**config.mk**
```make
export PLATFORM = sky130hd
export DESIGN_NAME = operand_read
export DESIGN_NICKNAME = d
export VERILOG_FILES = /design/src/rtl/operand_read.sv
export SDC_FILE = /design/constraint.sdc
export NUM_CORES = 1
export LEC_CHECK = 0
export CAP_MARGIN = 10
export CELL_PAD_IN_SITES_DETAIL_PLACEMENT = 0
export CELL_PAD_IN_SITES_GLOBAL_PLACEMENT = 2
export CORE_AREA = 4 4 90 109
export CTS_CLUSTER_DIAMETER = 150
export DETAILED_ROUTE_END_ITERATION = 10
export DIE_AREA = 0 0 94 113
export DONT_BUFFER_PORTS = 1
export PLACE_DENSITY = 0.87
export SYNTH_ARGS = -nofsm -noshare
export SYNTH_HDL_FRONTEND = slang
export SYNTH_SLANG_ARGS = --single-unit
```
**constraint.sdc**
```tcl
create_clock -name clk -period 4.5 [get_ports clk]
set_clock_uncertainty 0.05 [all_clocks]
set_input_delay 0.9 -clock clk [delete_from_list [all_inputs] [get_ports clk]]
set_output_delay 0.9 -clock clk [all_outputs]
set_load 0.01 [all_outputs]
```
**src/rtl/operand_read.sv**
```systemverilog
// operand_read: fetches two source operands (Rn, Rm) from the register file
// into held A/B operand registers, one per cycle, then pulses done.
// Optional feature macro: OPERAND_READ_BYPASS_EN. When it is defined, a
// register-file write that lands in the same cycle as a read forwards data_in
// into the operand register.
module operand_read #(
  parameter int width = 16
) (
  input  logic             clk,
  input  logic             reset,
  input  logic             start,
  input  logic [2:0]       rn,
  input  logic [2:0]       rm,
  input  logic [width-1:0] reg0,
  input  logic [width-1:0] reg1,
  input  logic [width-1:0] reg2,
  input  logic [width-1:0] reg3,
  input  logic [width-1:0] reg4,
  input  logic [width-1:0] reg5,
  input  logic [width-1:0] reg6,
  input  logic [width-1:0] reg7,
  input  logic             write,
  input  logic [2:0]       writenum,
  input  logic [width-1:0] data_in,
  output logic [width-1:0] A,
  output logic [width-1:0] B,
  output logic [2:0]       readnum,
  output logic             busy,
  output logic             done
);

  typedef enum logic [1:0] {
    IDLE   = 2'd0,
    READ_A = 2'd1,
    READ_B = 2'd2,
    DONE   = 2'd3
  } state_t;

  state_t           r_state;
  state_t           w_nextState;
  logic [2:0]       r_rnQ;
  logic [2:0]       r_rmQ;
  logic [width-1:0] r_a;
  logic [width-1:0] r_b;
  logic             w_latchIdx;
  logic             w_loadA;
  logic             w_loadB;
  logic [2:0]       w_readIdx;
  logic [width-1:0] w_regVal;
  logic [width-1:0] w_operand;

  // State register; reset drops any fetch in progress without a done pulse.
  always_ff @(posedge clk or posedge reset) begin
    if (reset) begin
      r_state <= IDLE;
    end else begin
      r_state <= w_nextState;
    end
  end

  // Next-state and per-state outputs; start is only honoured in IDLE.
  always_comb begin
    w_nextState = r_state;
    w_latchIdx  = 1'b0;
    w_loadA     = 1'b0;
    w_loadB     = 1'b0;
    w_readIdx   = 3'd0;
    busy        = 1'b1;
    done        = 1'b0;
    unique case (r_state)
      IDLE: begin
        busy = 1'b0;
        if (start) begin
          w_latchIdx  = 1'b1;
          w_nextState = READ_A;
        end
      end
      READ_A: begin
        w_readIdx   = r_rnQ;
        w_loadA     = 1'b1;
        w_nextState = READ_B;
      end
      READ_B: begin
        w_readIdx   = r_rmQ;
        w_loadB     = 1'b1;
        w_nextState = DONE;
      end
      DONE: begin
        done        = 1'b1;
        w_nextState = IDLE;
      end
      default: begin
        w_nextState = IDLE;
      end
    endcase
  end

  // Index being read is only meaningful in READ_A/READ_B; zero elsewhere.
  always_comb begin
    readnum = w_readIdx;
  end

  // Combinational register-file mux; every index 0-7 selects a real register.
  always_comb begin
    w_regVal = reg0;
    case (w_readIdx)
      3'd0: w_regVal = reg0;
      3'd1: w_regVal = reg1;
      3'd2: w_regVal = reg2;
      3'd3: w_regVal = reg3;
      3'd4: w_regVal = reg4;
      3'd5: w_regVal = reg5;
      3'd6: w_regVal = reg6;
      3'd7: w_regVal = reg7;
      default: w_regVal = reg0;
    endcase
  end

`ifdef OPERAND_READ_BYPASS_EN
  // Forward a same-cycle register write so the operand never sees stale data.
  always_comb begin
    w_operand = w_regVal;
    if (write && (writenum == w_readIdx)) begin
      w_operand = data_in;
    end
  end
`else
  // Write port kept for interface stability only; operands come from the file.
  logic w_unusedWritePort;
  assign w_unusedWritePort = ^{write, writenum, data_in};

  // Operand value is the selected register-file output.
  always_comb begin
    w_operand = w_regVal;
  end
`endif

  // Index latches and operand holding registers; A/B persist across IDLE.
  always_ff @(posedge clk or posedge reset) begin
    if (reset) begin
      r_rnQ <= 3'd0;
      r_rmQ <= 3'd0;
      r_a   <= '0;
      r_b   <= '0;
    end else begin
      if (w_latchIdx) begin
        r_rnQ <= rn;
        r_rmQ <= rm;
      end
      if (w_loadA) begin
        r_a <= w_operand;
      end
      if (w_loadB) begin
        r_b <= w_operand;
      end
    end
  end

  assign A = r_a;
  assign B = r_b;

endmodule

```
Word-level counts from Yosys, hierarchy flattened --
Index checks and enable logic that the tools add are counted.
Storage, ports and cells: output and inout bits 37, input bits 157, register bits after elaboration 40, logic and storage cells 28
Cells by class: eq/ne operators 11, multiplexer cells 10, reduce and logical (&&, ||, !) cells 2
Operator list (number):
- $pmux 16 s8 | 1
- $eq 3x3->1 const B | 4
- $pmux 2 s4 | 1
- $eq 3x2->1 const B | 2
- $mux 1 | 6
- $pmux 3 s2 | 1
- $eq 2x2->1 const B | 2
- $eq 3x1->1 const B | 1
- $logic_not 3->1 | 1
- $eq 2x1->1 const B | 1
- $logic_not 2->1 | 1
- $mux 2 | 1
- $ne 2x2->1 const B | 1

Logic depth before layout (Yosys ltp) --
Gate-level depths: netlist of run 1.
depth in word-level cells 4, mapped depth 10, gate-level depth less buffers 7

Least setup slack after synthesis of run 1 --
No wires, ideal clock.
path type register to output, start point reg r_state[0], end point out readnum[0], arrival 1498 ps, stages on the path, launching flop included 7, required time 3550 ps, path buffers 2, setup slack 2052 ps, path through dfrtp_1 -> inv_1 -> ha_1 -> clkbuf_1 -> inv_1 -> clkbuf_1 -> nor2_1
On the way: cells in the longest elaborated chain, start to end 2, elaborated cells between the ends (all ways) 3, those cells by class eq/ne (2); mux (1)
RTL lines:
- from (decl) | RTL line 39 | state_t r_state;
- from (signal assigned) | RTL line 57 | r_state <= w_nextState;
- $eq 2x2->1 or $eq 2x1->1 (tied branches) | RTL line 70 | unique case (r_state)
- $pmux 3 s2 (*) | RTL line 70
- to (decl) | RTL line 27 | output logic [2:0] readnum,
Every way passes the cells marked *; elsewhere a longest branch is shown, timed or not.

Final worst setup path of run 1 --
start point reg r_state[0], end point reg r_b[12] (netlist: B[12])
On the way: cells in the longest elaborated chain, start to end 4, elaborated cells between the ends (all ways) 13, those cells by class eq/ne (9); mux (3); reduce/logical (1)
RTL lines:
- $eq 2x2->1 or $eq 2x1->1 (tied branches) | RTL line 70
- $pmux 3 s2 | RTL line 70
- $eq 3x3->1, or another cell as far along | RTL line 106 | case (w_readIdx)
- $pmux 16 s8 | RTL line 106
- to (signal assigned) | RTL line 154 | r_b <= w_operand;
- to (decl) | RTL line 44 | logic [width-1:0] r_b;
Several ways; a longest one is shown, not always the timed one. A chain may end at the register's enable or synchronous reset.

==> impl_metrics.xml, run 1 <==
<?xml version="1.0" encoding="UTF-8"?>
<metrics>
  <group name="setup_path">
    <metric name="setup.worst_path.end_class" unit="">flip-flop</metric>
    <metric name="cp_num_cells" unit="">7</metric>
    <metric name="r2r-start" unit="">r_state[0]$_DFFE_PP0P_</metric>
    <metric name="worst_r2r_path_depth" unit="">7</metric>
    <metric name="crit_path_cell_trace" unit="">inv_1, ha_2, a22oi_2, nand2_1, nor2_1, nor4_1, a31oi_1</metric>
    <metric name="timing.critical_path.fanout_max" unit="">47</metric>
    <metric name="critPathKind" unit="">flip-flop to flip-flop</metric>
    <metric name="critical-path-max-stage-delay" unit="ns">0.82</metric>
    <metric name="timing.critical_path.slowest_stage_cell" unit="">ha_2</metric>
    <metric name="worstPathBufferInverterCount" unit="">1</metric>
    <metric name="worst-endpoint-required" unit="ns">4.58</metric>
    <metric name="critical_path_arrival" unit="ns">3.52</metric>
    <metric name="critical_path.startpoint_type" unit="">flip-flop</metric>
    <metric name="critical_path.reg2reg.endpoint" unit="">B[12]$_DFFE_PP0N_</metric>
    <metric name="setup.reg_to_reg.worst_slack" unit="ns">1.06</metric>
    <metric name="largest_delay_contributor_family_on_the_critical_path" unit="">simple AND/OR/NAND/NOR gates</metric>
  </group>
  <group name="die">
    <metric name="ioPinCount" unit="">194</metric>
    <metric name="design.core.area" unit="sq um">8840</metric>
    <metric name="floorplan.initialDensity" unit="%">34.8</metric>
    <metric name="die_y" unit="um">113</metric>
    <metric name="rows" unit="">38</metric>
    <metric name="die_area" unit="sq um">10600</metric>
    <metric name="die_x" unit="um">94</metric>
  </group>
  <group name="clocking">
    <metric name="clkTransAtPathRegs" unit="ns">0.08</metric>
    <metric name="clk_path_buf_depth" unit="">2</metric>
    <metric name="postCtsSetupRepairBufs" unit="">0</metric>
    <metric name="clock_sink_count" unit="">40</metric>
    <metric name="worst_skew_pair.late_latency" unit="ns">0.29</metric>
    <metric name="clock-root-buffer" unit="">clkbuf_8</metric>
    <metric name="cts_tree" unit="">yes</metric>
    <metric name="level_count_of_the_clock_h_tree" unit="">2</metric>
    <metric name="cts_hold_repair.buffers" unit="">0</metric>
    <metric name="cts_repair_resize_count" unit="">0</metric>
    <metric name="cts_made_buffers" unit="">5</metric>
  </group>
  <group name="pwr">
    <metric name="power_report.internal_total" unit="W">0.00142</metric>
    <metric name="p_switching" unit="W">0.00161</metric>
    <metric name="power_leakage" unit="nW">1.31</metric>
    <metric name="worst_ir_drop_vdd" unit="uV">256</metric>
    <metric name="power.sequential.fraction" unit="%">26.1</metric>
    <metric name="power_frac_comb" unit="%">63.9</metric>
    <metric name="power_per_cell_area" unit="nW/um^2">940</metric>
    <metric name="power.share.clock" unit="%">10.0</metric>
    <metric name="netSwitchingFraction" unit="%">53.1</metric>
  </group>
  <group name="cells_and_area">
    <metric name="finish.instance_area" unit="sq um">3230</metric>
    <metric name="instances_no_fill" unit="">464</metric>
    <metric name="final_net_count" unit="">504</metric>
    <metric name="layout.filler_cells" unit="">951</metric>
    <metric name="number_of_diodes" unit="">0</metric>
    <metric name="area_growth" unit="%">4.79</metric>
    <metric name="layout-drive-gt1-share" unit="%">11.0</metric>
  </group>
  <group name="yosys">
    <metric name="netlist_instances" unit="">361</metric>
    <metric name="synth_largest_type_area_fraction" unit="%">32.5</metric>
    <metric name="synth_flop_cell" unit="">dfrtp_1</metric>
    <metric name="synth_simple_gate_area_share" unit="%">25.5</metric>
    <metric name="ys_ff_latch" unit="">40</metric>
    <metric name="syn_nets" unit="">522</metric>
    <metric name="synth_async_sr_flop_share" unit="%">100</metric>
    <metric name="synth.top_cells.by_count" unit="">nor2_1, dfrtp_1, mux2i_1</metric>
    <metric name="synth-edff-count" unit="">0</metric>
    <metric name="netlist-cell-type-count" unit="">38</metric>
    <metric name="yosys_warnings" unit="">0</metric>
    <metric name="synth_top_area_cell" unit="">dfrtp_1</metric>
    <metric name="synth.mux.area_fraction" unit="%">11.3</metric>
    <metric name="postSynthAreaPerCell" unit="sq um">8.54</metric>
    <metric name="most_repeated_cell_in_the_gate_level_netlist_after_synthesis" unit="">nor2_1</metric>
    <metric name="compound_gate_fraction_of_synth_area" unit="%">22.9</metric>
    <metric name="synth_top_family_by_area" unit="">simple AND/OR/NAND/NOR gates</metric>
    <metric name="synth_seq_area_share" unit="%">32.5</metric>
    <metric name="synth_xor_area_share" unit="%">0</metric>
    <metric name="post_synth_main_area_contributors" unit="">dfrtp_1, mux2i_1, nand2b_1, o22ai_1, a31oi_1</metric>
    <metric name="synthAdderAreaFrac" unit="%">1.62</metric>
    <metric name="mappedNetlistArea" unit="sq um">3080</metric>
  </group>
  <group name="sta">
    <metric name="max_frequency" unit="MHz">291</metric>
    <metric name="period_needed" unit="ns">3.44</metric>
    <metric name="unrepaired_setup_endpoints_after_global_routing" unit="">false</metric>
    <metric name="part_of_the_cycle_the_worst_path_needs" unit="%">76.5</metric>
    <metric name="worst_pin_slew" unit="ns">0.995</metric>
    <metric name="hold-worst-slack" unit="ns">0.555</metric>
    <metric name="finalSetupViolCount" unit="">0</metric>
    <metric name="fin_tns_setup" unit="ns">0</metric>
    <metric name="max-slew-margin-rel" unit="%">33.6</metric>
    <metric name="final-hold-violation-count" unit="">0</metric>
    <metric name="timing.final.max_slew_violations" unit="">0</metric>
  </group>
  <group name="route">
    <metric name="post_drt_via_cell_ratio" unit="">6.16</metric>
    <metric name="drcViolationCount" unit="">0</metric>
    <metric name="number_of_nets_with_antenna_violations_after_routing" unit="">0</metric>
    <metric name="drt_wl_total" unit="um">10400</metric>
    <metric name="drt_pass1_iterations" unit="">4</metric>
    <metric name="wire_per_inst" unit="um">22.4</metric>
    <metric name="routed-via-count" unit="">2858</metric>
    <metric name="drtIter0Drc" unit="">162</metric>
  </group>
  <group name="grt">
    <metric name="grt_pass1_wl" unit="um">15600</metric>
    <metric name="grt_start_max_net_pins" unit="">48</metric>
    <metric name="globalRouteOverflowTotal" unit="">0</metric>
    <metric name="antenna_found_initial" unit="">0</metric>
    <metric name="grt_pass1_vias" unit="">2856</metric>
    <metric name="gr-usage-all-layers" unit="%">19.0</metric>
  </group>
  <group name="placement">
    <metric name="placement.io_buffers" unit="">0</metric>
    <metric name="dp_hpwl" unit="um">7770</metric>
    <metric name="numPlacedInstances" unit="">456</metric>
    <metric name="placed_area" unit="sq um">3110</metric>
    <metric name="gp_routability_congestion" unit="">0.768</metric>
  </group>
  <group name="run_status">
    <metric name="run_status" unit="">finished clean</metric>
  </group>
  <group name="flow_run">
    <metric name="max-cap-violations" unit="">0</metric>
  </group>
  <group name="min_path">
    <metric name="holdCritPathClass" unit="">primary input to asynchronous set/reset pin</metric>
  </group>
</metrics>
## worst reg2reg max path, delay by kind of cell, from the launching register on
family                     cells  cell delay (ns)
AOI/OAI and AO/OA              2             0.61
adders and majority gates      1             0.82
buffers and inverters          1             0.10
DFF                            1             0.42
and+or+nand+nor                3             1.28
## cell families (layout without fill, tap and decap cells)
kind of cell / after synthesis / count (layout)
multiplexers: 34 / 34
buffers and inverters: 36 / 19
AND/OR/NAND/NOR: 143 / 143
flip-flops: 40 / 40
adder cells (fa/ha/maj): 4 / 4
AO/OA/AOI/OAI: 104 / 104
## registers in the layout, summed over array words and instances, names as in the netlist
| signal | flops |
|---|---|
| r_rmQ | 3 |
| A | 16 |
| B | 16 |
| r_state | 2 |
| r_rnQ | 3 |
## worst max path at each step
stage	from	end	slack [ns]
floorplan	r_state[0]$_DFFE_PP0P_	readnum[0]	2.05
global placement	r_state[0]$_DFFE_PP0P_	A[15]$_DFFE_PP0N_	1.10
detailed placement	r_state[0]$_DFFE_PP0P_	A[15]$_DFFE_PP0N_	1.02
CTS	r_state[0]$_DFFE_PP0P_	A[15]$_DFFE_PP0N_	1.01
global route	r_state[0]$_DFFE_PP0P_	B[12]$_DFFE_PP0N_	0.79
finish	r_state[0]$_DFFE_PP0P_	B[12]$_DFFE_PP0N_	1.06
## cell usage in the layout, fill, tap and decap left out, types with 3 or more instances in the layout
master     n
nand2_1   22
nand3_1   10
a22o_1     3
inv_1      5
nor3_1    13
mux2i_1   28
o22ai_1   26
and3_1    11
o31ai_1    3
buf_4      6
a31oi_1   24
clkbuf_8   5
o21ai_0    4
a21oi_1   26
nand2b_1  26
a221oi_1   6
nor4_2    10
dfrtp_1   40
nor2_1    41
mux2_2     6
nor4_1     3
## per-stage QoR
| stage | utilization, % | setup WS (ns) | power (W) |
|---|---|---|---|
| 2_1_floorplan | - | 2.05 | 0.00230 |
| 3_3_place_gp | 35.2 | 1.10 | 0.00270 |
| 3_5_place_dp | 35.2 | 1.02 | 0.00275 |
| 4_1_cts | 36.5 | 1.01 | 0.00305 |
| 5_1_grt | 36.5 | 0.792 | 0.00328 |
| 6_report | 36.5 | 1.06 | 0.00304 |
## power groups by stage
stage / registers (W) / clock network (W) / logic, W
finish: 0.000793 / 0.000303 / 0.00194
global route: 0.000816 / 0.000324 / 0.00214
CTS: 0.000797 / 0.000307 / 0.00195
detailed placement: 0.000805 / 0 / 0.00195
global placement: 0.000799 / 0 / 0.00190
floorplan: 0.000742 / 0 / 0.00156
## area by class of cell
type | instances | area, sq um | area share (%)
multi-input cells | 285 | 1900 | 58.8
flip-flops and latches | 40 | 1000 | 31.0
well taps | 120 | 150 | 4.65
clock buffers | 5 | 68.8 | 2.13
clock inverters | 3 | 46.3 | 1.43
repair buffers | 6 | 45.0 | 1.39
inverters | 5 | 18.8 | 0.581
## per-layer routing
layer  vias to the layer above  GRT usage, %  wire length [um]
li1                       1313             -                 -
met1                      1367          25.8              4170
met2                       158          29.6              4890
met3                        20          4.52              1070
met4                         0          6.74               254
met5                         -             0                 0
No activity file was read; power rests on OpenSTA's default activity.
==> run 2, diff against run 1 <==
CORE_AREA = 4 4 98 119   (was 4 4 90 109)
DIE_AREA = 0 0 102 123   (was 0 0 94 113)
PLACE_DENSITY = 0.78   (was 0.87)
clock period = 3 ns   (was 4.5 ns; I/O delays follow)
==> impl_metrics.xml, run 2 (synthesis results as in run 1) <==
<?xml version="1.0" encoding="UTF-8"?>
<metrics>
  <group name="setup_path">
    <metric name="critPathKind" unit="">flip-flop to flip-flop</metric>
    <metric name="worst_r2r_path_depth" unit="">8</metric>
    <metric name="r2r-start" unit="">r_state[0]$_DFFE_PP0P_</metric>
    <metric name="critical-path-max-stage-delay" unit="ns">0.56</metric>
    <metric name="crit_path_cell_trace" unit="">inv_1, ha_2, a22oi_4, buf_4, mux2i_1, a21oi_1, a211oi_1, a21oi_1</metric>
    <metric name="timing.critical_path.slowest_stage_cell" unit="">a211oi_1</metric>
    <metric name="setup.reg_to_reg.worst_slack" unit="ns">0.40</metric>
    <metric name="worst-endpoint-required" unit="ns">3.09</metric>
    <metric name="critical_path.startpoint_type" unit="">flip-flop</metric>
    <metric name="critical_path_arrival" unit="ns">2.69</metric>
    <metric name="setup.worst_path.end_class" unit="">flip-flop</metric>
    <metric name="timing.critical_path.fanout_max" unit="">12</metric>
    <metric name="cp_common_cell" unit="">a21oi_1</metric>
    <metric name="critical_path.reg2reg.endpoint" unit="">B[13]$_DFFE_PP0N_</metric>
  </group>
  <group name="die">
    <metric name="die_area" unit="sq um">12500</metric>
    <metric name="ioPinCount" unit="">194</metric>
    <metric name="design.core.area" unit="sq um">10500</metric>
    <metric name="rows" unit="">41</metric>
    <metric name="die_y" unit="um">123</metric>
    <metric name="die_x" unit="um">102</metric>
    <metric name="floorplan.initialDensity" unit="%">29.4</metric>
  </group>
  <group name="grt">
    <metric name="antenna_found_initial" unit="">1</metric>
    <metric name="grt_pass1_wl" unit="um">15900</metric>
    <metric name="gr-usage-all-layers" unit="%">16.6</metric>
    <metric name="globalRouteOverflowTotal" unit="">0</metric>
    <metric name="grt_start_max_net_pins" unit="">37</metric>
    <metric name="grt_pass1_vias" unit="">2882</metric>
  </group>
  <group name="placement">
    <metric name="placement.io_buffers" unit="">0</metric>
    <metric name="dp_hpwl" unit="um">8540</metric>
    <metric name="gp_routability_congestion" unit="">0.797</metric>
    <metric name="numPlacedInstances" unit="">480</metric>
  </group>
  <group name="route">
    <metric name="routed-via-count" unit="">2872</metric>
    <metric name="post_drt_via_cell_ratio" unit="">5.89</metric>
    <metric name="drt_wl_total" unit="um">10900</metric>
    <metric name="drcViolationCount" unit="">0</metric>
    <metric name="drtIter0Drc" unit="">160</metric>
    <metric name="wire_per_inst" unit="um">22.4</metric>
    <metric name="number_of_nets_with_antenna_violations_after_routing" unit="">0</metric>
    <metric name="drt_pass1_iterations" unit="">4</metric>
  </group>
  <group name="clocking">
    <metric name="cts_hold_repair.buffers" unit="">0</metric>
    <metric name="cts_made_buffers" unit="">5</metric>
    <metric name="cts_tree" unit="">yes</metric>
    <metric name="clkTransAtPathRegs" unit="ns">0.06</metric>
    <metric name="cts_repair_resize_count" unit="">0</metric>
    <metric name="clock-root-buffer" unit="">clkbuf_16</metric>
    <metric name="level_count_of_the_clock_h_tree" unit="">2</metric>
    <metric name="postCtsSetupRepairBufs" unit="">0</metric>
    <metric name="clock_sink_count" unit="">40</metric>
    <metric name="clk_path_buf_depth" unit="">2</metric>
    <metric name="worst_skew_pair.late_latency" unit="ns">0.28</metric>
  </group>
  <group name="sta">
    <metric name="unrepaired_setup_endpoints_after_global_routing" unit="">false</metric>
    <metric name="worst_pin_slew" unit="ns">0.838</metric>
    <metric name="timing.final.max_slew_violations" unit="">0</metric>
    <metric name="period_needed" unit="ns">2.60</metric>
    <metric name="final-hold-violation-count" unit="">0</metric>
    <metric name="fin_tns_setup" unit="ns">0</metric>
    <metric name="part_of_the_cycle_the_worst_path_needs" unit="%">86.7</metric>
    <metric name="max-slew-margin-rel" unit="%">43.8</metric>
    <metric name="finalSetupViolCount" unit="">0</metric>
    <metric name="max_frequency" unit="MHz">384</metric>
  </group>
  <group name="min_path">
    <metric name="holdCritPathClass" unit="">primary input to asynchronous set/reset pin</metric>
  </group>
  <group name="cells_and_area">
    <metric name="area_growth" unit="%">10.5</metric>
    <metric name="layout.filler_cells" unit="">1160</metric>
    <metric name="instances_no_fill" unit="">488</metric>
    <metric name="number_of_diodes" unit="">0</metric>
    <metric name="final_net_count" unit="">519</metric>
    <metric name="layout_common_cells" unit="">nor2_1, dfrtp_1, mux2i_1</metric>
    <metric name="layout.core_utilization" unit="%">32.5</metric>
    <metric name="layout-drive-gt1-share" unit="%">14.8</metric>
    <metric name="layout.cells.most_common" unit="">nor2_1</metric>
  </group>
  <group name="pwr">
    <metric name="power_leakage" unit="nW">1.40</metric>
    <metric name="power_per_cell_area" unit="nW/um^2">1430</metric>
    <metric name="worst_ir_drop_vdd" unit="uV">420</metric>
  </group>
  <group name="run_status">
    <metric name="run_status" unit="">finished clean</metric>
  </group>
  <group name="flow_run">
    <metric name="max-cap-violations" unit="">0</metric>
  </group>
</metrics>
[run 2: cell count changes in the layout (fill, tap and decap cells not counted), sizes merged]
| cell | delta |
|---|---|
| clkinv | +2 |
| buf | +15 |
| inv | -2 |
[run 2: cell type report]
class / instances / area [sq um] / area share [%]
clock buffers: 5 / 125 / 3.67
flip-flops and latches: 40 / 1000 / 29.4
repair buffers: 21 / 158 / 4.63
well taps: 129 / 161 / 4.74
inverters: 5 / 18.8 / 0.551
clock inverters: 3 / 42.5 / 1.25
multi-input cells: 285 / 1900 / 55.8
[run 2: how the worst max path moves through the flow]
stage | cells after the start | slack (ns) | to | startpoint
floorplan | 6 | 0.85 | readnum[0] | r_state[0]$_DFFE_PP0P_
global placement | 8 | 0.34 | B[12]$_DFFE_PP0N_ | r_state[0]$_DFFE_PP0P_
detailed placement | 8 | 0.37 | B[12]$_DFFE_PP0N_ | r_state[0]$_DFFE_PP0P_
CTS | 8 | 0.37 | B[12]$_DFFE_PP0N_ | r_state[0]$_DFFE_PP0P_
global route | 8 | 0.18 | B[12]$_DFFE_PP0N_ | r_state[0]$_DFFE_PP0P_
finish | 8 | 0.40 | B[13]$_DFFE_PP0N_ | r_state[0]$_DFFE_PP0P_
[run 2: metrics by stage]
step	cell area, sq um	hold slack [ns]	setup WS [ns]	total power, W
after global routing	3410	0.254	0.183	0.00528
after detailed placement	3240	0.540	0.365	0.00431
final	3410	0.212	0.399	0.00488
after global placement	3240	0.533	0.336	0.00423
after floorplan	3080	0.519	0.852	0.00345
after CTS	3410	0.227	0.371	0.00493
[run 2: critical path: cells and delay by family, from the launching register on]
family	cells	cell delay, ns
AOI/OAI and AO/OA	4	1.13
muxes	1	0.22
buffers and inverters	2	0.36
DFF	1	0.40
adders and majority gates	1	0.29
[run 2: routing by layer]
metal	track usage, %	vias to the layer above	part of all wire, %
met1	21.1	1375	40
met2	27.3	133	49
met3	4.12	22	8.1
met5	0	-	0.11
met4	5.58	2	2.5
li1	-	1340	-
[run 2: power breakdown]
group / total [W] / leakage (nW) / internal [W] / switching, W
clock: 0.000608 / 0.0798 / 0.000391 / 0.000218
sequential: 0.00119 / 0.449 / 0.000830 / 0.000357
combinational: 0.00308 / 0.875 / 0.00120 / 0.00188
total: 0.00488 / 1.40 / 0.00242 / 0.00246
==> run 3, diff against run 2 <==
CAP_MARGIN = 20   (was 10)
==> results of run 3 <==
The final DEF is identical to that of run 2; final timing and power are the same.
